<file path="config.mk">
export PLATFORM = sky130hd
export DESIGN_NAME = uart_tx_mmio
export DESIGN_NICKNAME = d
export VERILOG_FILES = /design/src/rtl/uart_tx_mmio.sv
export SDC_FILE = /design/constraint.sdc
export NUM_CORES = 1
export LEC_CHECK = 0
export ABC_CLOCK_PERIOD_IN_PS = 3040
export BUFFER_PORTS_ARGS = -buffer_cell sky130_fd_sc_hd__buf_2
export CORE_AREA = 2 2 106 108
export CTS_BUF_LIST = sky130_fd_sc_hd__clkbuf_8 sky130_fd_sc_hd__clkbuf_16
export DETAILED_ROUTE_END_ITERATION = 10
export DIE_AREA = 0 0 108 110
export HOLD_SLACK_MARGIN = 0.15
export PLACE_DENSITY = 0.84
export SETUP_SLACK_MARGIN = 0.5
export SYNTH_ARGS = -nofsm -noshare
export SYNTH_HDL_FRONTEND = slang
export SYNTH_SLANG_ARGS = --single-unit
export TNS_END_PERCENT = 1
</file>
<file path="constraint.sdc">
create_clock -name clk -period 3.04 [get_ports clk]
set_input_delay 0.152 -clock clk [delete_from_list [all_inputs] [get_ports clk]]
set_output_delay 0.152 -clock clk [all_outputs]
set_load 0.01 [all_outputs]
</file>
<file path="src/rtl/uart_tx_mmio.sv">
// uart_tx_mmio: memory-mapped 8N1 UART transmitter with a small byte FIFO.
// Register window (io_addr[3:2]): 0 TXDATA, 1 STATUS, 2 DIV, 3 reserved.
// Reads are combinational; writes commit on the rising clock edge with io_op=1.
module uart_tx_mmio #(
  parameter int DEFAULT_DIV = 868,
  parameter int FIFO_DEPTH  = 4
) (
  input  logic        clk,
  input  logic        rst,
  input  logic [31:0] io_addr,
  input  logic        io_op,
  input  logic [3:0]  io_mask,
  input  logic [31:0] io_wdata,
  output logic [31:0] io_rdata,
  output logic        io_tx
);

  localparam int AW = (FIFO_DEPTH > 1) ? $clog2(FIFO_DEPTH) : 1;

  localparam logic [1:0] ST_IDLE  = 2'd0;
  localparam logic [1:0] ST_START = 2'd1;
  localparam logic [1:0] ST_DATA  = 2'd2;
  localparam logic [1:0] ST_STOP  = 2'd3;

  localparam logic [1:0] REG_TXDATA = 2'd0;
  localparam logic [1:0] REG_STATUS = 2'd1;
  localparam logic [1:0] REG_DIV    = 2'd2;

  logic [1:0]    state_r;
  logic [15:0]   div_r;
  logic [15:0]   cyc_cnt_r;
  logic [2:0]    bit_cnt_r;
  logic [7:0]    shift_r;
  logic          tx_r;
  logic          overflow_r;
  logic [7:0]    fifo_mem_r [FIFO_DEPTH];
  logic [AW-1:0] wr_ptr_r;
  logic [AW-1:0] rd_ptr_r;
  logic [AW:0]   count_r;

  logic [1:0]    sel_s;
  logic          push_s;
  logic          push_ok_s;
  logic          pop_s;
  logic          fifo_full_s;
  logic          fifo_empty_s;
  logic          bit_end_s;
  logic [15:0]   eff_div_s;
  logic [15:0]   reload_s;
  logic [7:0]    head_s;
  logic          ovf_clear_s;
  logic          unused_s;

  assign sel_s        = io_addr[3:2];
  assign fifo_full_s  = (count_r == (AW+1)'(FIFO_DEPTH));
  assign fifo_empty_s = (count_r == {(AW+1){1'b0}});
  assign bit_end_s    = (cyc_cnt_r == 16'd0);
  // A divisor of zero would never end a bit; run it as one cycle per bit.
  assign eff_div_s    = (div_r == 16'd0) ? 16'd1 : div_r;
  assign reload_s     = eff_div_s - 16'd1;
  assign head_s       = fifo_mem_r[rd_ptr_r];
  assign push_s       = io_op && (sel_s == REG_TXDATA) && io_mask[0];
  // The FSM pops when idle, or at the last cycle of a stop bit for back-to-back frames.
  assign pop_s        = !fifo_empty_s &&
                        ((state_r == ST_IDLE) || ((state_r == ST_STOP) && bit_end_s));
  // A pop in the same cycle frees a slot, so a push into a full FIFO still fits.
  assign push_ok_s    = push_s && (!fifo_full_s || pop_s);
  assign ovf_clear_s  = io_op && (sel_s == REG_STATUS) && io_mask[0] && io_wdata[3];
  assign unused_s     = ^{io_addr[31:4], io_addr[1:0], io_mask[3:2], io_wdata[31:16]};
  assign io_tx        = tx_r;

  // Register read mux; all fields come from reset-cleared registers.
  always_comb begin
    io_rdata = 32'd0;
    case (sel_s)
      REG_TXDATA: io_rdata = {fifo_full_s, 31'd0};
      REG_STATUS: io_rdata = {24'd0, 4'(count_r), overflow_r, fifo_empty_s,
                              fifo_full_s, (state_r != ST_IDLE)};
      REG_DIV:    io_rdata = {16'd0, div_r};
      default:    io_rdata = 32'd0;
    endcase
  end

  // FIFO storage, wrapping pointers and occupancy count.
  always_ff @(posedge clk or posedge rst) begin
    if (rst) begin
      wr_ptr_r <= {AW{1'b0}};
      rd_ptr_r <= {AW{1'b0}};
      count_r  <= {(AW+1){1'b0}};
      for (int i = 0; i < FIFO_DEPTH; i++) begin
        fifo_mem_r[i] <= 8'd0;
      end
    end else begin
      if (push_ok_s) begin
        fifo_mem_r[wr_ptr_r] <= io_wdata[7:0];
        wr_ptr_r <= (wr_ptr_r == AW'(FIFO_DEPTH - 1)) ? {AW{1'b0}} : wr_ptr_r + AW'(1);
      end
      if (pop_s) begin
        rd_ptr_r <= (rd_ptr_r == AW'(FIFO_DEPTH - 1)) ? {AW{1'b0}} : rd_ptr_r + AW'(1);
      end
      case ({push_ok_s, pop_s})
        2'b10:   count_r <= count_r + (AW+1)'(1);
        2'b01:   count_r <= count_r - (AW+1)'(1);
        default: count_r <= count_r;
      endcase
    end
  end

  // Sticky overflow flag: set on a dropped push, cleared by software via STATUS.
  always_ff @(posedge clk or posedge rst) begin
    if (rst) begin
      overflow_r <= 1'b0;
    end else if (push_s && fifo_full_s && !pop_s) begin
      overflow_r <= 1'b1;
    end else if (ovf_clear_s) begin
      overflow_r <= 1'b0;
    end else begin
      overflow_r <= overflow_r;
    end
  end

  // Baud divisor register with per-byte-lane write enables.
  always_ff @(posedge clk or posedge rst) begin
    if (rst) begin
      div_r <= 16'(DEFAULT_DIV);
    end else if (io_op && (sel_s == REG_DIV)) begin
      if (io_mask[0]) div_r[7:0]  <= io_wdata[7:0];
      if (io_mask[1]) div_r[15:8] <= io_wdata[15:8];
    end else begin
      div_r <= div_r;
    end
  end

  // Transmit FSM; the cycle counter is reloaded from the divisor at each bit start,
  // so a divisor change only affects the next bit.
  always_ff @(posedge clk or posedge rst) begin
    if (rst) begin
      state_r   <= ST_IDLE;
      tx_r      <= 1'b1;
      cyc_cnt_r <= 16'd0;
      bit_cnt_r <= 3'd0;
      shift_r   <= 8'd0;
    end else begin
      case (state_r)
        ST_IDLE: begin
          tx_r <= 1'b1;
          if (pop_s) begin
            shift_r   <= head_s;
            cyc_cnt_r <= reload_s;
            tx_r      <= 1'b0;
            state_r   <= ST_START;
          end
        end
        ST_START: begin
          if (bit_end_s) begin
            state_r   <= ST_DATA;
            tx_r      <= shift_r[0];
            bit_cnt_r <= 3'd0;
            cyc_cnt_r <= reload_s;
          end else begin
            cyc_cnt_r <= cyc_cnt_r - 16'd1;
          end
        end
        ST_DATA: begin
          if (bit_end_s) begin
            cyc_cnt_r <= reload_s;
            if (bit_cnt_r == 3'd7) begin
              state_r <= ST_STOP;
              tx_r    <= 1'b1;
            end else begin
              bit_cnt_r <= bit_cnt_r + 3'd1;
              shift_r   <= {1'b0, shift_r[7:1]};
              tx_r      <= shift_r[1];
            end
          end else begin
            cyc_cnt_r <= cyc_cnt_r - 16'd1;
          end
        end
        ST_STOP: begin
          if (bit_end_s) begin
            if (pop_s) begin
              shift_r   <= head_s;
              cyc_cnt_r <= reload_s;
              tx_r      <= 1'b0;
              state_r   <= ST_START;
            end else begin
              tx_r    <= 1'b1;
              state_r <= ST_IDLE;
            end
          end else begin
            cyc_cnt_r <= cyc_cnt_r - 16'd1;
          end
        end
        default: begin
          state_r <= ST_IDLE;
          tx_r    <= 1'b1;
        end
      endcase
    end
  end

endmodule

</file>
==> results.md <==
* Status: finished clean
* Filler cells at 872
* Post-synth EDFFs at 0
* Router iterations before antenna repair at 5
* Net Sw Frac at 42.3%
* Final Skew at about 0.016 ns
* Mapped Cells at 506
* Yosys synthesis warning count at 0
* Clock Latency Late Sink at roughly 0.37 ns
* Gpl congestion at about 0.97
* Die W at ~110 um
* Gr usage total at a little under a quarter
* Fin. max-slew vios at 0
* Power, Total at 6.15 mW
* P per Cell Area at 993 mW/mm^2
* Initial Utilization at 48.9%
* Die area at 0.0119 mm^2
* Yosys cell types at 67
* Reg power frac at 33.9%
* Most frequent cells in the layout: 78 x dfrtp_1, 42 x nor2_1, 40 x mux2_2, 40 x buf_2, 35 x nand2_1
* Mean post-synth cell area at 10.3 um^2
* First-pass GRT wire length at between 20000 and 25000 um
* Final hold violations at 0
* Via count at 4368
* CTS tree: done
* Antenna violations before repair at 0
* Vias in the first global route at 4485
* Iteration-0 DRC Markers at about 480
* Die H at 110 um
* CTS Sinks at 86
* Worst slew margin relative to its limit at 54.3%
* Htree depth at 3
* Register area share after synthesis at 41.3%
* Final setup violation count at 0
* Multi-input gate area at ~0.0029 mm^2
* Synth area leaders: dfrtp_1 38%, mux2_2 8.6%, ha_1 3.6%, mux4_2 3.4%, nor2_1 3.2%
* Pleak at around 2.8 nW
* Area leader, netlist: dfrtp_1
* Setup crit start kind: flop
* Final wirelength at 13400 um
* Area Growth Syn to Fin at 18.3%
* Maxcap violations at 0
* Remaining antenna violation count at 0
* GRT overflow at 0
* WL/cell at around 18 um
* Diode count at 0
* Worst-margin pin slew at 0.686 ns
* Largest net degree at the start of global routing at 87
* Synthesized area at 0.00523 mm^2
* Setup_tns at 0 ns
* Clk pwr share at a little over an eighth
* Detail Placement HPWL at 9070 um
* Internal power at 3.54 mW
* Number of buffers created by CTS at 9
* Vias/cell at 5.99
* Drt drc at 0
* Commonest non-fill, non-tap cell in the layout: dfrtp_1
* # nets final at around 670
* Sw Pwr at about 2.6 mW
* Combinational Power Share at 52.7%
* HP Class: primary input to flop
* CP endpoint kind: flop
* Io pins at between 100 and 150
* Worst-case hold slack at 0.158 ns
* Peak VDD IR at around 580 uV
* Critical path arrival at 3.10 ns
* Top_reg_cell synth: dfrtp_1
* Storage cell area at 0.00216 mm^2
* IO Port Bufs at 40
* Min Clock Period, post-route at 2.82 ns
* Clock transition at the registers of the reported paths at 0.10 ns
* R2r setup slk at 0.22 ns
* Fraction of registers with async set/reset at 100%
* CTS max path bufs at 2
* CTS root buf: clkbuf_8
* FF+latch count, synth at 86
* Crit path kind: flop to flop
* Share of the synthesized area in the top cell type at 38.3%
* Placement Rows at 38
* RSZ-0062 raised after global routing: true
* Total core area at approximately 0.011 mm^2
* Fraction of layout cells with a size suffix above 1 at a little under a third
* Final worst path period share at 92.8%
* CP Max Fanout at 4
* WP data required at 3.32 ns
* Fmax at 354 MHz
-- synth_stat cells, types with 3 or more instances --
cell and number:
a21o_1 3, nor4_1 4, clkbuf_1 17, mux2_2 40, xnor2_1 11, nor2b_1 4, o22ai_1 4, inv_1 14
nand3_1 12, a221o_1 4, nand2_4 4, a21oi_1 21, mux2i_1 11, and2_1 9, mux4_2 8, or3_1 4
o221ai_1 3, mux2_4 8, xor2_1 10, o31ai_1 5, nor3_1 13, nand2_1 35, a31oi_1 6, o2bb2ai_1 3
o22a_1 3, a22o_1 8, dfstp_2 6, ha_1 15, or4_1 11, nand2b_1 5, dfrtp_1 80, nor2_1 44
buf_4 15, buf_2 4, o21ai_0 24
-- area by class of cell --
type                    count  area share (%)
clock buffers               9            2.00
clock inverters             7            1.19
well taps                 140            2.83
inverters                  16            1.01
multi-input cells         379            47.4
flip-flops and latches     86            34.9
repair buffers             92            10.6
-- critical path: stages (launching register included) --
cell and delay, ns:
dfrtp_1 0.43, or4_4 0.54, o41a_1 0.49, nand2b_4 0.18, clkinv_2 0.07, ha_4 0.13
inv_1 0.04, fa_1 0.37, xor2_1 0.15, nor2_1 0.15, xor2_1 0.19
-- path summary, 6_finish.rpt --
check | startpoint | end | cells past startpoint
min | io_addr[3] | overflow_r$_DFFE_PP0P_ | 4
max | cyc_cnt_r[11]$_DFF_PP0_ | count_r[2]$_DFFE_PP0P_ | 10
min in group asynchronous | rst | div_r[12]$_DFFE_PP0P_ | 4
max reg2reg | cyc_cnt_r[11]$_DFF_PP0_ | count_r[2]$_DFFE_PP0P_ | 10
min reg2reg | bit_cnt_r[2]$_DFFE_PP0P_ | bit_cnt_r[2]$_DFFE_PP0P_ | 2
max in group asynchronous | rst | io_tx$_DFFE_PP1P_ | 4
-- state kept, by name, summed over array words and instances, names as in the netlist --
| signal | cells |
|---|---|
| div_r | 16 |
| rd_ptr_r | 2 |
| bit_cnt_r | 3 |
| wr_ptr_r | 2 |
| state_r | 2 |
| shift_r | 8 |
| cyc_cnt_r | 16 |
| io_tx | 1 |
| fifo_mem_r | 32 |
| overflow_r | 1 |
| count_r | 3 |
-- what timing repair did --
action,4_1_cts,5_1_grt
endpoints found under the hold margin,129,0
endpoints found under the setup margin,57,63
buffers inserted,7,3
hold buffers,19,0
pin swaps,4,5
resized for setup,13,8
-- through the flow --
stage | utilization [%] | instances | cell area (um^2) | worst slack (ns)
after floorplan | - | 520 | 5300 | 0.0760
after global placement | 52.7 | 684 | 5630 | 0.0699
after detailed placement | 52.7 | 684 | 5630 | -0.0423
after CTS | 57.4 | 726 | 6140 | 0.179
after global routing | 57.8 | 729 | 6190 | 0.129
final | 57.8 | 729 | 6190 | 0.219
-- cell families (layout without fill, tap and decap cells) --
kind of cell,count (synthesis),count (layout),share of synthesized area (%)
muxes,68,68,16.7
adders and majority gates,16,16,3.97
xor gates and xnor gates,21,21,3.52
AOI/OAI and AO/OA,104,104,14.0
DFF,86,86,41.3
and+or+nand+nor,155,155,15.2
other,1,15,0.0717
buffers and inverters,55,124,5.29
-- power by group through the flow --
stage               combinational (mW)  clock (mW)  sequential, mW
floorplan                         2.30           0            1.92
global placement                  2.77           0            2.05
detailed placement                2.92           0            2.10
CTS                               3.12       0.835            2.08
global route                      3.52       0.878            2.15
finish                            3.24       0.823            2.08
-- routing by layer --
layer	global-route usage, %	routed length [um]
met5	0	0
met4	9.71	332
met3	3.12	907
met2	39.9	6710
met1	31.0	5420
Note: power is estimated with default switching activity, not from simulation.
